**src/rtl/ate_stream.sv**
```systemverilog
// Adaptive threshold engine: splits a pixel stream into blocks and computes one threshold per block.
// Each finished block is binarised against its own threshold while the next block is being received.
module ate_stream #(
  parameter int PIX_W        = 8,
  parameter int BLK_SIZE     = 64,
  parameter int BLKS_PER_ROW = 6,
  parameter int BORDER_L     = 2,
  parameter int BORDER_R     = 0,
  parameter int MIN_CONTRAST = 0
) (
  input  logic             clk,
  input  logic             reset,
  input  logic             in_valid,
  input  logic [PIX_W-1:0] pix_data,
  input  logic             mode,
  output logic             out_valid,
  output logic             bin,
  output logic [PIX_W-1:0] threshold
);

  localparam int IW = $clog2(BLK_SIZE);
  localparam int CW = (BLKS_PER_ROW > 1) ? $clog2(BLKS_PER_ROW) : 1;
  localparam int SW = PIX_W + IW;
  localparam logic [IW-1:0] IDX_LAST = IW'(BLK_SIZE - 1);
  localparam logic [CW-1:0] COL_LAST = CW'(BLKS_PER_ROW - 1);

  logic [PIX_W-1:0] blk_buf [BLK_SIZE];

  logic [IW-1:0]    idx;
  logic [CW-1:0]    col;
  logic [PIX_W-1:0] mn, mx;
  logic [SW-1:0]    sum;
  logic             mode_l;
  logic             buf_vld;
  logic [PIX_W-1:0] thr_cur;
  logic             flat;
  logic             border;

  logic             first, last;
  logic [PIX_W-1:0] old_pix;
  logic [PIX_W-1:0] mn_n, mx_n, rng;
  logic [SW-1:0]    sum_n, mean_sum;
  logic [PIX_W:0]   mid_sum;
  logic [PIX_W-1:0] stat;
  logic             flat_n, border_n;

  always_comb begin
    first   = (idx == '0);
    last    = (idx == IDX_LAST);
    old_pix = blk_buf[idx];
    if (first) begin
      mn_n  = pix_data;
      mx_n  = pix_data;
      sum_n = SW'(pix_data);
    end else begin
      mn_n  = (pix_data < mn) ? pix_data : mn;
      mx_n  = (pix_data > mx) ? pix_data : mx;
      sum_n = sum + SW'(pix_data);
    end
    // completion never coincides with idx==0, so the latched mode is the block's mode
    mid_sum  = {1'b0, mn_n} + {1'b0, mx_n} + (PIX_W+1)'(1);
    mean_sum = sum_n + SW'(BLK_SIZE / 2);
    stat     = mode_l ? PIX_W'(mean_sum >> IW) : PIX_W'(mid_sum >> 1);
    rng      = mx_n - mn_n;
    flat_n   = (int'(rng) < MIN_CONTRAST);
    border_n = (int'(col) < BORDER_L) || (int'(col) >= BLKS_PER_ROW - BORDER_R);
  end

  // read-before-write: old_pix is taken combinationally from the same slot being overwritten
  always_ff @(posedge clk) begin
    if (in_valid) blk_buf[idx] <= pix_data;
  end

  always_ff @(posedge clk) begin
    if (!reset) begin
      idx       <= '0;
      col       <= '0;
      mn        <= '0;
      mx        <= '0;
      sum       <= '0;
      mode_l    <= 1'b0;
      buf_vld   <= 1'b0;
      thr_cur   <= '0;
      flat      <= 1'b0;
      border    <= 1'b0;
      out_valid <= 1'b0;
      bin       <= 1'b0;
    end else begin
      out_valid <= in_valid && buf_vld;
      bin       <= in_valid && buf_vld && !border && !flat && (old_pix >= thr_cur);
      if (in_valid) begin
        idx <= idx + 1'b1;
        mn  <= mn_n;
        mx  <= mx_n;
        sum <= sum_n;
        if (first) mode_l <= mode;
        if (last) begin
          thr_cur <= stat;
          flat    <= flat_n;
          border  <= border_n;
          buf_vld <= 1'b1;
          col     <= (col == COL_LAST) ? '0 : col + 1'b1;
        end
      end
    end
  end

  assign threshold = border ? '0 : thr_cur;

endmodule

```
**config.mk**
```make
export PLATFORM = sky130hd
export DESIGN_NAME = ate_stream
export DESIGN_NICKNAME = d
export VERILOG_FILES = /design/src/rtl/ate_stream.sv
export SDC_FILE = /design/constraint.sdc
export NUM_CORES = 1
export LEC_CHECK = 0
export CORE_UTILIZATION = 52
export CTS_BUF_LIST = sky130_fd_sc_hd__clkbuf_4
export DETAILED_ROUTE_END_ITERATION = 6
export GPL_ROUTABILITY_DRIVEN = 0
export GPL_TIMING_DRIVEN = 0
export PLACE_DENSITY = 0.68
export SYNTH_ARGS = -nofsm -noshare
export SYNTH_HDL_FRONTEND = slang
export SYNTH_SLANG_ARGS = --single-unit
export TNS_END_PERCENT = 50
```
**constraint.sdc**
```tcl
create_clock -name clk -period 5.15 [get_ports clk]
set_clock_uncertainty 0.2 [all_clocks]
set_input_delay 0.515 -clock clk [delete_from_list [all_inputs] [get_ports clk]]
set_output_delay 0.515 -clock clk [all_outputs]
set_load 0.005 [all_outputs]
```
Word-level counts from Yosys, hierarchy flattened
Memory sizes are Yosys's and may differ from the RTL's. A register that Yosys moved wholly into a read port is not among the register bits.
Index checks and enable logic that the tools add are counted.
- register bits: 52
- bits in latches: 0
- RAM bits: 512
- memory bits (read-only): 0
- input bits: 12
- word-level logic and storage cells: 45
- memories kept: 1
- memories (memory ; depth ; bits a word ; read ports ; clocked after Yosys merged registers in ; wr ports ; RTL line ; source):
    blk_buf ; 64 ; 8 ; 1 ; 1 ; 1 ; 27 ; logic [PIX_W-1:0] blk_buf [BLK_SIZE];
- add/subtract/negate cells: 6
- $mul: 0
- divide/modulo/power cells: 0
- $lt $le $gt $ge: 5
- eq/ne operators: 2
- shifts and indexed selects: 0
- mux-type cells: 12
- bitwise gates (word level): 0
- reductions and logical operators: 8
- operators by type and width (kind ; count):
    $mux W8 ; 6
    $add A14 B6 Y14 const B ; 1
    $add A14 B8 Y14 ; 1
    $mux W14 ; 1
    $mux W6 ; 2
    $add A8 B8 Y9 ; 1
    $add A9 B1 Y9 const B ; 1
    $ge A8 B8 Y1 ; 1
    $gt A8 B8 Y1 ; 1
    $lt A8 B8 Y1 ; 1
    $add A6 B1 Y6 const B ; 1
    $eq A6 B6 Y1 const B ; 1
    $logic_not A6 Y1 ; 1
    $reduce_and A2 Y1 ; 2
    $add A3 B1 Y3 const B ; 1
    $eq A3 B3 Y1 const B ; 1
    $ge A3 B3 Y1 const B ; 1
    $logic_and A1 B1 Y1 ; 3
    $lt A3 B2 Y1 const B ; 1
    $mux W3 ; 1
    $mux W1 ; 2
    $logic_not A1 Y1 ; 1
    $logic_or A1 B1 Y1 ; 1

Depth between registers and ports, before layout
- depth after elaboration: 6
- mapped depth: 18
- gate-level depth less buffers: 16

Worst setup path after synthesis
No wires, ideal clock.
- kind: register to register
- start: reg (tool-made name)
- end: reg bin
- arrival: 4.067 ns
- data required time: 4.816 ns
- setup slack: 0.750 ns
- stages on the path, launching flop included: 15
- cell sequence: dfxtp_1 -> clkbuf_1 -> buf_1 -> mux4_2 -> mux4_2 -> mux4_2 -> ha_1 -> a21o_1 -> a21o_1 -> a21oi_1 -> nor2b_1 -> o21ai_0 -> nand2b_1 -> a211oi_1 -> nor4b_1
- RTL lines (item ; RTL line ; source):
    end signal, assigned ; 90 ; bin <= in_valid && buf_vld && !border && !flat && (old_pix >= thr_cur);
    end, declared ; 17 ; output logic bin,

==> results by group <==
Status
  – Outcome: finished clean

Critical path
  – Crit-path max FO: 10
  – R2R Setup Slk: between 0.15 and 0.2 ns
  – Worst reg-to-reg path cell count: 14
  – CP Launch Type: register
  – Crit. End Element: register
  – Critical path class: reg -> reg
  – Crit path DAT: between 5 and 6 ns
  – WP data required: ~5.7 ns
  – Worst Setup EP: bin
  – FF-to-FF End: bin

Drt
  – Average wire per standard cell: 24.8 µm
  – DRC violations left: 0
  – Drt via density: just under 6
  – DRT Pass-1 Iters: 5
  – Routed via count: 13200
  – Routed WL: 54.7 mm
  – Antenna Nets Post-Route: 0
  – First DRT Iteration DRCs: approximately 1300

Global routing
  – Layer with the highest usage: met2
  – Largest net degree at the start of global routing: 65
  – Antenna violations before repair: 6
  – Vias in the first global route: approximately 13000
  – GR Layer Usage met2: a little under two fifths
  – GRT Total Usage: about a quarter
  – Met1 track demand over resource: about a third
  – First-pass GRT wire length: between 80 and 90 mm
  – Total gr overflow: 0
  – Grt met3 use: roughly 6.2%

Synthesis
  – Synth warnings: 0
  – Main combinational cell family by area after synthesis: multiplexers
  – Sequential area share after synthesis: between 60 and 70%
  – Post-synth top flop: edfxtp_1
  – Synthesized-area fraction occupied by adder cells: under 10%
  – Post-synth EDFFs: 512
  – Post-synthesis compound-gate area fraction: approximately 3.2%
  – Leading area contributor after synthesis: edfxtp_1
  – Yosys reg bits: 570
  – Cells after synthesis: between 1000 and 1500
  – Post-Synth XOR/XNOR Area: less than 1%
  – Post-Synth Simple-Gate Area: approximately 5.6%
  – Avg Synthesized Cell Area: ~18 µm²
  – Synth Net Count: ~1400
  – Fraction of synthesized area in multiplexers: 17.2%
  – Mapped Area: around 24000 µm²
  – Synth top area share: between 60% and 70%
  – Synth top cells by count: 512 x edfxtp_1, 168 x mux4_2, 132 x nor2_1
  – Synth cell types: 70
  – Asr flop ratio synth: 0%
  – Synth area leaders: edfxtp_1 64%, mux4_2 16%, dfxtp_1 4.9%
  – Most numerous cell in the Yosys netlist: edfxtp_1

Timing
  – Slew @ Worst Pin: between 1 and 1.5 ns
  – Slew Viols, Final: 0
  – Final WS setup: a little under 0.2 ns
  – Post-route clock period utilization: 96.2%
  – Slew Limit Headroom: around 8%
  – Hold Vio Cnt, Final: 0
  – Crit path time final: roughly 5.0 ns
  – Final setup TNS: 0 ns
  – RSZ-0062 raised after global routing: false
  – Final setup viols: 0
  – Fmax: slightly above 0.2 GHz

Placed design
  – HPWL after detailed placement: around 37 mm
  – # port buffers: 21
  – Pre-CTS setup slack: -0.334 ns
  – Total placed instance area: ~25000 µm²

Layout
  – Layout cells sized above 1: about 27%
  – P&R area growth vs syn: 12.6%
  – Fillers: about 3500
  – Final design utilization: around three fifths
  – Nets@finish: about 1600
  – Post-route cell area: around 27000 µm²

Die
  – Die Wd: 216 µm
  – Full die area: 46700 µm²
  – Num ports: 22
  – # rows: 78
  – Core Area: about 45000 µm²
  – Initial Util: roughly 53%
  – Die height: 216 µm

Power
  – Overall Power: 9.80 mW
  – Pleak: around 8.7 nW
  – Power per Cell Area: 365 nW/µm²
  – VDD IR max: ~0.23 mV

Clock tree
  – CTS H-tree depth: 4
  – Clock sink total: 570
  – CTS root buf: clkbuf_4
  – CTS Buf Count: 148
  – CTS Buffer Depth: 3
  – Worst-Skew Late Latency: 0.87 ns
  – Clock-pin slew of the registers on the worst-case setup and hold paths: ~0.060 ns
  – CTS tree: built

Flow run
  – Max-Cap Viols: 0

Min path
  – Hold Crit Class: in -> reg
what timing repair did:
| action | 4_1_cts | 5_1_grt |
|---|---|---|
| setup buffers | 0 | 0 |
| hold buffers | 4 | 0 |
| cloned | 0 | 0 |
| endpoints found under the hold margin | 39 | 0 |
| gates resized for setup | 16 | 15 |
| endpoints found under the setup margin | 1 | 1 |
cell type report:
class | instances | area [µm²] | area share (%)
Antenna cell | 3 | 7.51 | 0.0279
Timing Repair Buffer | 34 | 378 | 1.41
Inverter | 32 | 120 | 0.447
Buffer | 69 | 349 | 1.30
Multi-Input combinational cell | 656 | 6940 | 25.8
Tap cell | 600 | 751 | 2.79
Clock buffer | 206 | 1550 | 5.76
Clock inverter | 38 | 239 | 0.890
Sequential cell | 570 | 16500 | 61.6
worst min path at each step:
| stage | to | cells after the start | slack [ns] | start |
|---|---|---|---|---|
| after floorplan | buf_vld | 2 | 0.23 | buf_vld |
| after global placement | buf_vld | 2 | 0.26 | buf_vld |
| after detailed placement | thr_cur[5] | 2 | 0.28 | thr_cur[5] |
| after CTS | blk_buf[61][4] | 1 | 0.0005 | pix_data[4] |
| after global routing | blk_buf[17][4] | 1 | 0.04 | pix_data[4] |
| final | blk_buf[48][7] | 1 | 0.06 | pix_data[7] |
metal layers:
metal	vias to the layer above	share of wire, %
li1	5789	-
met1	6721	41
met2	543	48
met3	108	7.8
met4	4	3.0
met5	-	0.049
cell usage in the layout, fill, tap and decap left out, types with 14 or more instances in the layout:
cell type	count
edfxtp_1	512
clkbuf_4	206
mux4_2	168
nor2_1	132
dfxtp_1	58
nand2_1	48
clkbuf_1	43
ha_1	40
inv_1	32
a21oi_1	30
mux2i_1	28
o21ai_0	25
clkinv_1	25
nor3_1	15
nand3_1	14
registers in the layout, summed over array words and instances (netlist names), named ones only:
name	count
bin	1
blk_buf	512
border	1
buf_vld	1
col	3
idx	6
mn	8
mode_l	1
mx	8
out_valid	1
sum	14
thr_cur	8
stage by stage:
| stage | hold slack, ns | cells |
|---|---|---|
| 2_1_floorplan | 0.232 | 1327 |
| 3_3_place_gp | 0.260 | 1948 |
| 3_5_place_dp | 0.277 | 1957 |
| 4_1_cts | 0.000516 | 2205 |
| 5_1_grt | 0.0353 | 2206 |
| 6_report | 0.0565 | 2208 |
cells by family after synthesis:
family	after synthesis
flops	570
simple gates	282
mux	199
compound gates	113
buf+inv	101
fa+ha+maj	42
xor+xnor	20
critical path: stages, from the launching register on:
cell	delay, ns
dfxtp_1	0.33
clkdlybuf4s15_1	0.70
clkbuf_1	0.70
mux4_2	0.49
mux4_2	0.48
mux4_2	0.54
ha_1	0.29
a21o_1	0.15
a21o_1	0.18
a21oi_1	0.14
nor2b_1	0.05
o21ai_0	0.16
nand2b_1	0.08
a211oi_1	0.26
nor4b_1	0.08
power breakdown:
part / switching (mW) / total [mW] / internal (mW)
clock: 1.77 / 3.75 / 1.98
combinational: 0.566 / 0.967 / 0.400
sequential: 0.0174 / 5.08 / 5.06
total: 2.35 / 9.80 / 7.45
Power figures use the tool's default switching activity.
